`src/rtl/regfile_pkg.sv`:
```
// +--------------------------------------------------------------------------+
// | regfile_pkg: opcodes, FSM states and default widths for the register     |
// | file initiator and its bench.                        Rev 1.0              |
// +--------------------------------------------------------------------------+
`default_nettype none

package regfile_pkg;

  localparam int DEF_DATA_W = 32;
  localparam int DEF_ADDR_W = 4;

  localparam logic [1:0] OP_WRITE = 2'b00;
  localparam logic [1:0] OP_READ  = 2'b01;
  localparam logic [1:0] OP_COPY  = 2'b10;
  localparam logic [1:0] OP_ADD   = 2'b11;

  typedef enum logic [2:0] {
    ST_IDLE = 3'd0,
    ST_RD   = 3'd1,
    ST_CAP  = 3'd2,
    ST_WR   = 3'd3,
    ST_RESP = 3'd4
  } state_t;

endpackage

`default_nettype wire

```
`src/rtl/regfile_initiator.sv`:
```
// +--------------------------------------------------------------------------+
// | regfile_initiator: one-command-at-a-time sequencer for the 16x32         |
// | register file (WRITE/READ/COPY/ADD).                 Rev 1.0              |
// +--------------------------------------------------------------------------+
`default_nettype none

module regfile_initiator
  import regfile_pkg::*;
#(
  parameter int DATA_W = DEF_DATA_W,
  parameter int ADDR_W = DEF_ADDR_W
) (
  input  logic              clk,
  input  logic              rst,
  input  logic              cmd_valid,
  output logic              cmd_ready,
  input  logic [1:0]        cmd_op,
  input  logic [ADDR_W-1:0] cmd_addr_a,
  input  logic [ADDR_W-1:0] cmd_addr_b,
  input  logic [ADDR_W-1:0] cmd_addr_d,
  input  logic [DATA_W-1:0] cmd_data,
  output logic              rsp_valid,
  input  logic              rsp_ready,
  output logic [DATA_W-1:0] rsp_data_a,
  output logic [DATA_W-1:0] rsp_data_b,
  output logic              rsp_carry,
  output logic              rf_en,
  output logic              rf_rd,
  output logic              rf_wr,
  output logic [ADDR_W-1:0] rf_sel_i1,
  output logic [ADDR_W-1:0] rf_sel_o1,
  output logic [ADDR_W-1:0] rf_sel_o2,
  output logic [DATA_W-1:0] rf_ip1,
  input  logic [DATA_W-1:0] rf_op1,
  input  logic [DATA_W-1:0] rf_op2
);

  state_t              r_state;
  state_t              w_next;
  logic [1:0]          r_op;
  logic [ADDR_W-1:0]   r_a;
  logic [ADDR_W-1:0]   r_b;
  logic [ADDR_W-1:0]   r_d;
  logic [DATA_W-1:0]   r_data;
  logic [DATA_W-1:0]   r_A;
  logic [DATA_W-1:0]   r_B;
  logic [DATA_W:0]     w_sum;

  assign w_sum = {1'b0, r_A} + {1'b0, r_B};

  always_ff @(posedge clk or posedge rst) begin
    if (rst) begin
      r_state <= ST_IDLE;
      r_op    <= '0;
      r_a     <= '0;
      r_b     <= '0;
      r_d     <= '0;
      r_data  <= '0;
      r_A     <= '0;
      r_B     <= '0;
    end else begin
      r_state <= w_next;
      if (r_state == ST_IDLE && cmd_valid) begin
        r_op   <= cmd_op;
        r_a    <= cmd_addr_a;
        r_b    <= cmd_addr_b;
        r_d    <= cmd_addr_d;
        r_data <= cmd_data;
      end
      // File read data is registered, so it is valid in the cycle after RD.
      if (r_state == ST_CAP) begin
        r_A <= rf_op1;
        r_B <= rf_op2;
      end
    end
  end

  always_comb begin
    w_next     = r_state;
    cmd_ready  = 1'b0;
    rsp_valid  = 1'b0;
    rsp_data_a = '0;
    rsp_data_b = '0;
    rsp_carry  = 1'b0;
    rf_en      = 1'b0;
    rf_rd      = 1'b0;
    rf_wr      = 1'b0;
    rf_sel_i1  = '0;
    rf_sel_o1  = '0;
    rf_sel_o2  = '0;
    rf_ip1     = '0;
    case (r_state)
      ST_IDLE: begin
        // Held low while rst is asserted so the port reads 0 during reset.
        cmd_ready = !rst;
        if (cmd_valid) w_next = (cmd_op == OP_WRITE) ? ST_WR : ST_RD;
      end
      ST_RD: begin
        rf_en     = 1'b1;
        rf_rd     = 1'b1;
        rf_sel_o1 = r_a;
        rf_sel_o2 = (r_op == OP_COPY) ? r_a : r_b;
        w_next    = ST_CAP;
      end
      ST_CAP: begin
        w_next = (r_op == OP_READ) ? ST_RESP : ST_WR;
      end
      ST_WR: begin
        rf_en     = 1'b1;
        rf_wr     = 1'b1;
        rf_sel_i1 = r_d;
        case (r_op)
          OP_WRITE: rf_ip1 = r_data;
          OP_ADD:   rf_ip1 = w_sum[DATA_W-1:0];
          default:  rf_ip1 = r_A;
        endcase
        w_next = ST_RESP;
      end
      ST_RESP: begin
        rsp_valid = 1'b1;
        case (r_op)
          OP_WRITE: rsp_data_a = r_data;
          OP_ADD:   rsp_data_a = w_sum[DATA_W-1:0];
          default:  rsp_data_a = r_A;
        endcase
        rsp_data_b = (r_op == OP_READ || r_op == OP_ADD) ? r_B : '0;
        rsp_carry  = (r_op == OP_ADD) && w_sum[DATA_W];
        if (rsp_ready) w_next = ST_IDLE;
      end
      default: w_next = ST_IDLE;
    endcase
  end

endmodule

`default_nettype wire
```
`config.mk`:
```
export PLATFORM = sky130hd
export DESIGN_NAME = regfile_initiator
export DESIGN_NICKNAME = d
export VERILOG_FILES = /design/src/rtl/regfile_pkg.sv /design/src/rtl/regfile_initiator.sv
export SDC_FILE = /design/constraint.sdc
export NUM_CORES = 1
export LEC_CHECK = 0
export ABC_AREA = 0
export CAP_MARGIN = 20
export CELL_PAD_IN_SITES_DETAIL_PLACEMENT = 1
export CELL_PAD_IN_SITES_GLOBAL_PLACEMENT = 2
export CORE_AREA = 4 4 234 122
export CTS_CLUSTER_SIZE = 14
export DETAILED_ROUTE_END_ITERATION = 6
export DIE_AREA = 0 0 238 126
export PLACE_DENSITY = 0.83
export SYNTH_ARGS = -nofsm -noshare
export SYNTH_HDL_FRONTEND = slang
export SYNTH_SLANG_ARGS = --single-unit
```
`constraint.sdc`:
```
create_clock -name clk -period 4.48 [get_ports clk]
set_input_delay 0.672 -clock clk [delete_from_list [all_inputs] [get_ports clk]]
set_output_delay 0.672 -clock clk [all_outputs]
set_load 0.05 [all_outputs]
```
== Yosys cells after proc, flatten, opt, wreduce, memory -nomap -nowiden ==
Cells that the tools add are included.

* Register bits: 113
* Latch bits: 0
* Memory bits (writable): 0
* ROM bits: 0
* Output and inout bits: 114
* Word-level logic and storage cells: 47
* Memories kept: 0

* $add $sub $neg: 1
* Multipliers: 0
* Divide/modulo/power cells: 0
* $lt $le $gt $ge: 0
* Equality and inequality tests: 9
* Shifts and indexed selects: 0
* Mux-type cells: 20
* Bitwise logic cells: 0
* Reduce and logical (&&, ||, !) cells: 9

{| class="wikitable"
|+ Operators with widths
! operator !! number
|-
| 32-bit 2-to-1 mux || 4
|-
| 32-bit one-hot mux with 2 select lines || 1
|-
| 32-bit by 32-bit adder with 33-bit output || 1
|-
| 4-bit 2-to-1 mux || 4
|-
| 3-bit one-hot mux with 5 select lines || 1
|-
| 3-bit 2-to-1 mux || 3
|-
| 3-bit by 2-bit == test with 1-bit output (second input constant) || 2
|-
| 1-bit 2-to-1 mux || 6
|-
| 2-bit == test (second input constant) || 2
|-
| 2-bit logical NOT || 2
|-
| 2-bit inequality test (second input constant) || 2
|-
| 3-bit by 1-bit == test with 1-bit output (second input constant) || 1
|-
| 3-bit == test (second input constant) || 1
|-
| 3-bit logical NOT || 1
|-
| 2-bit by 1-bit == test with 1-bit output (second input constant) || 1
|-
| 1-bit logical AND || 2
|-
| 2-bit 2-to-1 mux || 1
|-
| 2-bit AND reduction || 1
|-
| 2-bit OR reduction || 1
|-
| 1-bit logical NOT || 1
|-
| 1-bit logical OR || 1
|}

== Depth between registers and ports, before layout ==
Gate-level depths: netlist (run 1).

* Depth after elaboration: 4
* Gate-level depth with buffers: 11
* Mapped depth without buffers: 11

== Worst setup path after synthesis (run 1) ==
OpenSTA, ideal clock, no wires.

* Path type: reg2out
* Start point: register r_A[3]
* End point: output rf_ip1[13]
* Data arrival time: 3.213 ns
* Data required time: 3.808 ns
* Slack: 0.595 ns
* Cell stages (with the launch flop): 10
* Path buffers: 0
* Path through: dfrtp_1 ha_1 a21o_1 a21o_2 or2_2 a31oi_1 o311ai_0 xor2_1 nand2_1 a211oi_1

* Longest elaborated chain between the ends: 3

{| class="wikitable"
|+ Ends and longest elaborated chain
! element !! RTL line !! text
|-
| start: declaration || regfile_initiator.sv:45 || <nowiki>logic [DATA_W-1:0] r_A;</nowiki>
|-
| start signal: assignment || regfile_initiator.sv:72 || <nowiki>r_A <= rf_op1;</nowiki>
|-
| 32-bit by 32-bit adder with 33-bit output || regfile_initiator.sv:49 || <nowiki>assign w_sum = {1'b0, r_A} + {1'b0, r_B};</nowiki>
|-
| 32-bit one-hot mux with 2 select lines || regfile_initiator.sv:112 || <nowiki>case (r_op)</nowiki>
|-
| 32-bit 2-to-1 mux || regfile_initiator.sv:92 || <nowiki>case (r_state)</nowiki>
|-
| end: declaration || regfile_initiator.sv:33 || <nowiki>output logic [DATA_W-1:0] rf_ip1,</nowiki>
|}

Every way passes these cells.

== Worst setup path in the final report (run 1) ==
* Start point: register r_B[0]
* End point: output rsp_data_a[16]

* Longest elaborated chain between the ends: 3

{| class="wikitable"
|+ Ends and longest elaborated chain
! element !! RTL line !! text
|-
| start: declaration || regfile_initiator.sv:46 || <nowiki>logic [DATA_W-1:0] r_B;</nowiki>
|-
| start signal: assignment || regfile_initiator.sv:73 || <nowiki>r_B <= rf_op2;</nowiki>
|-
| 32-bit by 32-bit adder with 33-bit output || regfile_initiator.sv:49 ||
|-
| 32-bit one-hot mux with 2 select lines || regfile_initiator.sv:121 || <nowiki>case (r_op)</nowiki>
|-
| 32-bit 2-to-1 mux || regfile_initiator.sv:92 ||
|-
| end: declaration || regfile_initiator.sv:24 || <nowiki>output logic [DATA_W-1:0] rsp_data_a,</nowiki>
|}

Every way passes these cells.

==> results of run 1 <==
[area by class of cell]
class | instances | share of cell area, %
Antenna cell | 1 | 0.0228
Clock buffer | 22 | 4.41
Clock inverter | 9 | 1.18
Inverter | 24 | 0.843
Multi-Input combinational cell | 607 | 40.3
Sequential cell | 113 | 25.7
Tap cell | 352 | 4.01
Timing Repair Buffer | 245 | 23.5
[registers in the layout, indices dropped and copies added, names as in the netlist]
signal	count
r_A	32
r_B	32
r_a	4
r_b	4
r_d	4
r_data	32
r_op	2
r_state	3
[stage by stage]
stage,cells,setup slack [ps],util (%)
floorplan,794,595,-
global placement,1341,496,39.6
detailed placement,1341,469,39.6
CTS,1372,262,41.9
global route,1373,22.8,41.9
finish,1373,230,41.9
[timing repair]
action,4_1_cts,5_1_grt
setup endpoints to repair,1,0
endpoints found under the hold margin,0,0
buffers inserted,0,0
resized for setup,1,0
[cell usage in the layout, fill, tap and decap left out, drive strengths merged, types with 5 or more instances in the layout]
| master | netlist | final |
|---|---|---|
| mux2i | 6 | 6 |
| dfrtp | 113 | 113 |
| a211oi | 9 | 9 |
| o21ai | 42 | 42 |
| nor2b | 5 | 5 |
| clkdlybuf4s50 | 0 | 156 |
| a221o | 6 | 6 |
| nor2 | 70 | 70 |
| nand3 | 14 | 14 |
| o21bai | 5 | 5 |
| nand2 | 57 | 57 |
| clkbuf | 30 | 22 |
| mux2 | 104 | 104 |
| nand4 | 9 | 9 |
| a21oi | 50 | 50 |
| ha | 36 | 36 |
| or3 | 7 | 7 |
| o211ai | 8 | 8 |
| xnor2 | 9 | 9 |
| a221oi | 9 | 9 |
| a211o | 5 | 5 |
| o21a | 7 | 7 |
| and3 | 47 | 47 |
| xor2 | 7 | 7 |
| inv | 22 | 22 |
| a21o | 13 | 13 |
| nor3 | 20 | 20 |
| buf | 20 | 88 |
[where the power goes]
group          switching, mW  internal, mW  leakage, nW  total, mW
registers              0.412          1.56         1.34       1.97
clock network          0.514         0.927        0.290       1.44
logic                   4.14          2.57         3.05       6.72
[metal layers]
layer,global-route usage [%],vias to the layer above
met5,0,-
met4,5.39,0
met3,4.15,32
met2,35.2,149
met1,26.8,3744
li1,-,3355
[worst max-delay path, delay by kind of cell, from the launching register on]
| family | cells | cell delay [ps] |
|---|---|---|
| compound gates | 4 | 960 |
| flops | 1 | 380 |
| simple gates | 4 | 980 |
| fa+ha+maj | 2 | 580 |
| buf+inv | 2 | 240 |
[cells by family (layout without fill, tap and decap cells)]
logic type | after synthesis | count (layout) | synth area share (%)
XOR/XNOR | 16 | 16 | 1.84
AND/OR/NAND/NOR | 256 | 256 | 17.2
other | 0 | 1 | 0
flip-flops | 113 | 113 | 37.2
adder cells (fa/ha/maj) | 37 | 37 | 6.19
buffers and inverters | 74 | 300 | 4.69
AO/OA/AOI/OAI | 188 | 188 | 16.7
multiplexers | 110 | 110 | 16.2
[how the worst min path moves through the flow]
stage                       from  endpoint  slack, ps
final                     r_d[1]    r_d[1]        500
after detailed placement  r_d[1]    r_d[1]        490
after floorplan           r_d[1]    r_d[1]        470
after global placement    r_d[0]    r_d[0]        480
after CTS                 r_d[1]    r_d[1]        500
after global routing      r_d[0]    r_d[0]        510
==> metrics, run 1 <==
Longest Clk Path Bufs=2; hold slack=502 ps; status=complete, no violations; clk sinks=113; CTS tree=done; peak ir drop on the vdd network=0.349 mV; cell count after synthesis=794; Seq cells post-synth=113; DRC Markers=0; initial antenna violation count=1; Initial Util=29.0%; leading area contributor after synthesis=dfrtp_1; DP Area=10400 um2; Max Clk Rate=235 MHz; nets=1159; Post-DRT Antenna Nets=0; die area=30000 um2; worst path cell trace=ha_1 > inv_1 > fa_1 > nor2b_1 > o211ai_1 > a21boi_1 > o2111a_1 > or3_1 > o21ai_2 > or4_1 > nand3_1 > buf_12; hold path depth=1; Setup violations, final=0; clk slew on worst S/H paths=60 ps; core area=26200 um2; Tot GR Track Use=20.6%; RSZ-0062 raised after global routing=no; drt first pass iters=5; FILL cells=2919; Syn Area/Cell=9.58 um2; Power Dens Cells=921 nW/um2; mapped cell area=7600 um2; Detail Placement HPWL=23.7 mm; post-synth cell types=75; Vias=7280; Clk Latency, worst-skew pair=430 ps; CP Data Required Time=3810 ps; io pins=228; met3 wire length=1.03 mm; worst reg2reg path depth=4; max-cap violation count=0; met2 WL post-DR=15.4 mm; multi-input logic area=4430 um2; Via density=5.30; Setup Total Neg Slack=0 ps; Worst Tran Pin Value=771 ps; Setup crit start=r_B[0]; GRT overflow=0; Final Cycle Share=94.9%; H-tree Lvls=4; Reg area=2830 um2; final wirelength=31.2 mm; ranking of synthesized cells by area=dfrtp_1 37%, mux2_2 15%, ha_1 5.9%; Crit path arrival time=3580 ps; post-synthesis async set-or-reset flop share=100%; Hold Buf Count CTS=0; Post-synth EDFFs=0; final hold viol count=0; placement row count=42; critical path endpoint=rsp_data_a[16]; Tmin final=4250 ps; Vert. Die Dim=126 um; top-count cell post-synth=dfrtp_1; area delta synth->final=44.5%; Highest Signal Layer=met4; R2R Setup Slk=2250 ps; Synth Net Count=945; die span in x=238 um; worst reg2reg path startpoint=r_state[1]; Syn. warnings=0; TritonCTS Buffers=17; initial DRC count=456; Yosys top cell area share=37.2%; pin count of the biggest net entering global routing=60; relative slew slack=48.6%; synth cell count leaders=113 x dfrtp_1, 104 x mux2_2, 70 x nor2_1; clk_skew=9.01 ps; worst-path fanout max=4; Setup Crit Path Kind=flop to output port; Pwr Total=10.1 mW; CP max-delay cell=or4_1; root buf cell=clkbuf_16; CP Capture Type=output port; Placer Congestion=0.869; M1 wire length=14.2 mm; slowest stage delay, CP=410 ps; reg2reg end=r_B[12]; Post-synth top flop=dfrtp_1; final instance area=11000 um2; # port buffers=227; Slew Viols, Final=0; first-pass GRT wire length=47.5 mm; CP startpoint kind=flop; Hold Crit Class=flop to flop; register area share after synthesis=37.2%; leakage=4.67 nW; layout cells sized above 1=23.9%; via count of the first global-routing pass=7844; DR WL/cell=22.7 um
Power figures use the tool's default switching activity.
==> run 2, diff against run 1 <==
--- a/config.mk
+++ b/config.mk
@@ -9,11 +9,11 @@
 export CAP_MARGIN = 20
 export CELL_PAD_IN_SITES_DETAIL_PLACEMENT = 1
 export CELL_PAD_IN_SITES_GLOBAL_PLACEMENT = 2
-export CORE_AREA = 4 4 234 122
+export CORE_AREA = 3 3 233 121
 export CTS_CLUSTER_SIZE = 14
 export DETAILED_ROUTE_END_ITERATION = 6
-export DIE_AREA = 0 0 238 126
-export PLACE_DENSITY = 0.83
+export DIE_AREA = 0 0 236 124
+export PLACE_DENSITY_LB_ADDON = 0.08
 export SYNTH_ARGS = -nofsm -noshare
 export SYNTH_HDL_FRONTEND = slang
 export SYNTH_SLANG_ARGS = --single-unit
==> run 2 against run 1 <==
Net effect: global-route usage grew 0.80 points; sequential power is essentially flat; clock-buffer cell count shrank 3; highest routed layer unchanged; critical endpoint is now rsp_data_a[21]; utilization grew 0.057 points; clock skew shrank 0.66 ps; total power grew 1.1%; critical path type unchanged; sequential cell count is the same; clock power grew 3%.
==> metrics, run 2 (synthesis gave the netlist of run 1 again) <==
status=complete, no violations; Placer Congestion=0.838; initial antenna violation count=0; Setup violations, final=0; GRT overflow=0; Crit path arrival time=3550 ps; multi-input logic area=4430 um2; H-tree Lvls=4; layout cells sized above 1=23.8%; DRC Markers=0; CP startpoint kind=flop; placement row count=42; drt first pass iters=5; CP Capture Type=output port; hold endpoint=r_data[19]; # placed instances=1341; Tot GR Track Use=21.4%; Initial Util=29.0%; Setup Total Neg Slack=0 ps; leakage=4.66 nW; initial DRC count=430; RSZ-0062 raised after global routing=no; clk sinks=113; die area=29300 um2; worst reg2reg path startpoint=r_state[1]; commonest non-fill, non-tap cells in the layout=160 x clkdlybuf4s50_1, 113 x dfrtp_1, 104 x mux2_2, 70 x nor2_1, 57 x buf_4; worst path cell trace=buf_4 > inv_1 > ha_1 > inv_1 > nand2_1 > or4_1 > o211ai_1 > buf_12; slowest stage delay, CP=620 ps; Power Dens Cells=930 nW/um2; Via density=5.25; Hold Crit Class=flop to flop; io pins=228; Max Clk Rate=237 MHz; peak ir drop on the vdd network=0.322 mV; final instance area=11000 um2; Vert. Die Dim=124 um; most frequent CP cell=inv_1; worst reg2reg path depth=4; Final Cycle Share=94.3%; area delta synth->final=44.7%; CP Data Required Time=3810 ps; final std cells w/o fill=1373; first-pass GRT wire length=47.1 mm; Top Registers=r_A (32), r_B (32), r_data (32); core area=26200 um2; reg2reg end=r_A[20]; Hold Buf Count CTS=0; Vias=7205; DR WL/cell=22.9 um; # port buffers=227; pre-CTS setup slack=430 ps; leading cell type in the layout, fill and taps excluded=clkdlybuf4s50_1; PnR worst setup slack=255 ps; Setup Crit Path Kind=flop to output port; Tmin final=4220 ps; Reg area=2830 um2; Detail Placement HPWL=23.7 mm; max-cap violation count=0; Post-DRT Antenna Nets=0; FILL cells=2932; worst-path fanout max=13; CP max-delay cell=or4_1; hold path depth=1; Worst Tran Pin Value=963 ps; nets=1159; Clk Latency, worst-skew pair=430 ps; Post-CTS Setup Inserts=0; clk slew on worst S/H paths=60 ps; relative slew slack=35.8%; clk_skew=8.34 ps; hold wc startpoint=r_data[19]; CTS tree=done; Slew Viols, Final=0; via count of the first global-routing pass=7900; Longest Clk Path Bufs=2; pin count of the biggest net entering global routing=70; DP Area=10400 um2; die span in x=236 um; root buf cell=clkbuf_16; R2R Setup Slk=2030 ps; TritonCTS Buffers=17; hold slack=505 ps; final hold viol count=0; final wirelength=31.4 mm; diode count=0
-- run 2: cell count changes in the layout (fill, tap and decap cells not counted), moves of 2 or more --
cell             delta
buf_4               -3
clkinvlp_4          +2
clkbuf_8            -2
clkdlybuf4s50_1     +4
-- run 2: worst max path at each step --
stage	startpoint	endpoint	depth (start not counted)
after floorplan	r_A[3]	rf_ip1[13]	9
after global placement	r_A[0]	rsp_carry	12
after detailed placement	r_A[0]	rsp_carry	12
after CTS	r_op[0]	rsp_data_a[21]	8
after global routing	r_op[0]	rsp_data_a[21]	8
final	r_op[0]	rsp_data_a[21]	8
-- run 2: where the power goes --
part / internal [mW] / leakage (nW) / switching (mW) / total [mW]
combinational: 2.56 / 3.03 / 4.22 / 6.78
sequential: 1.56 / 1.34 / 0.416 / 1.97
clock: 0.958 / 0.294 / 0.529 / 1.49
total: 5.07 / 4.66 / 5.16 / 10.2
-- run 2: metal layers --
layer	wire, um	track usage, %	up-vias
met2	14800	35.5	140
li1	-	-	3360
met5	0	0	-
met3	1180	4.31	19
met4	313	5.16	0
met1	15100	28.9	3686
-- run 2: cell type report --
type	instances	share of cell area [%]
clock buffers	19	4.12
clock inverters	13	1.67
inverters	24	0.841
flip-flops and latches	113	25.7
repair buffers	245	23.4
multi-input cells	607	40.3
well taps	352	4.00
-- run 2: timing repair --
action / in CTS / in global routing
gates resized for setup: 1 / 4
gates cloned: 0 / 0
setup endpoints to repair: 1 / 3
-- run 2: critical path, delay by kind of cell, from the launching register on --
kind                       cells  cell delay [ps]
buffers and inverters          4             1110
adders and majority gates      1              330
DFF                            1              350
and+or+nand+nor                2             1140
AOI/OAI and AO/OA              1              180
-- run 2: per-stage QoR --
step	power (mW)	util (%)
CTS	10.3	42.0
detailed placement	8.70	39.6
finish	10.2	42.0
floorplan	6.50	-
global route	11.0	42.0
global placement	8.61	39.6
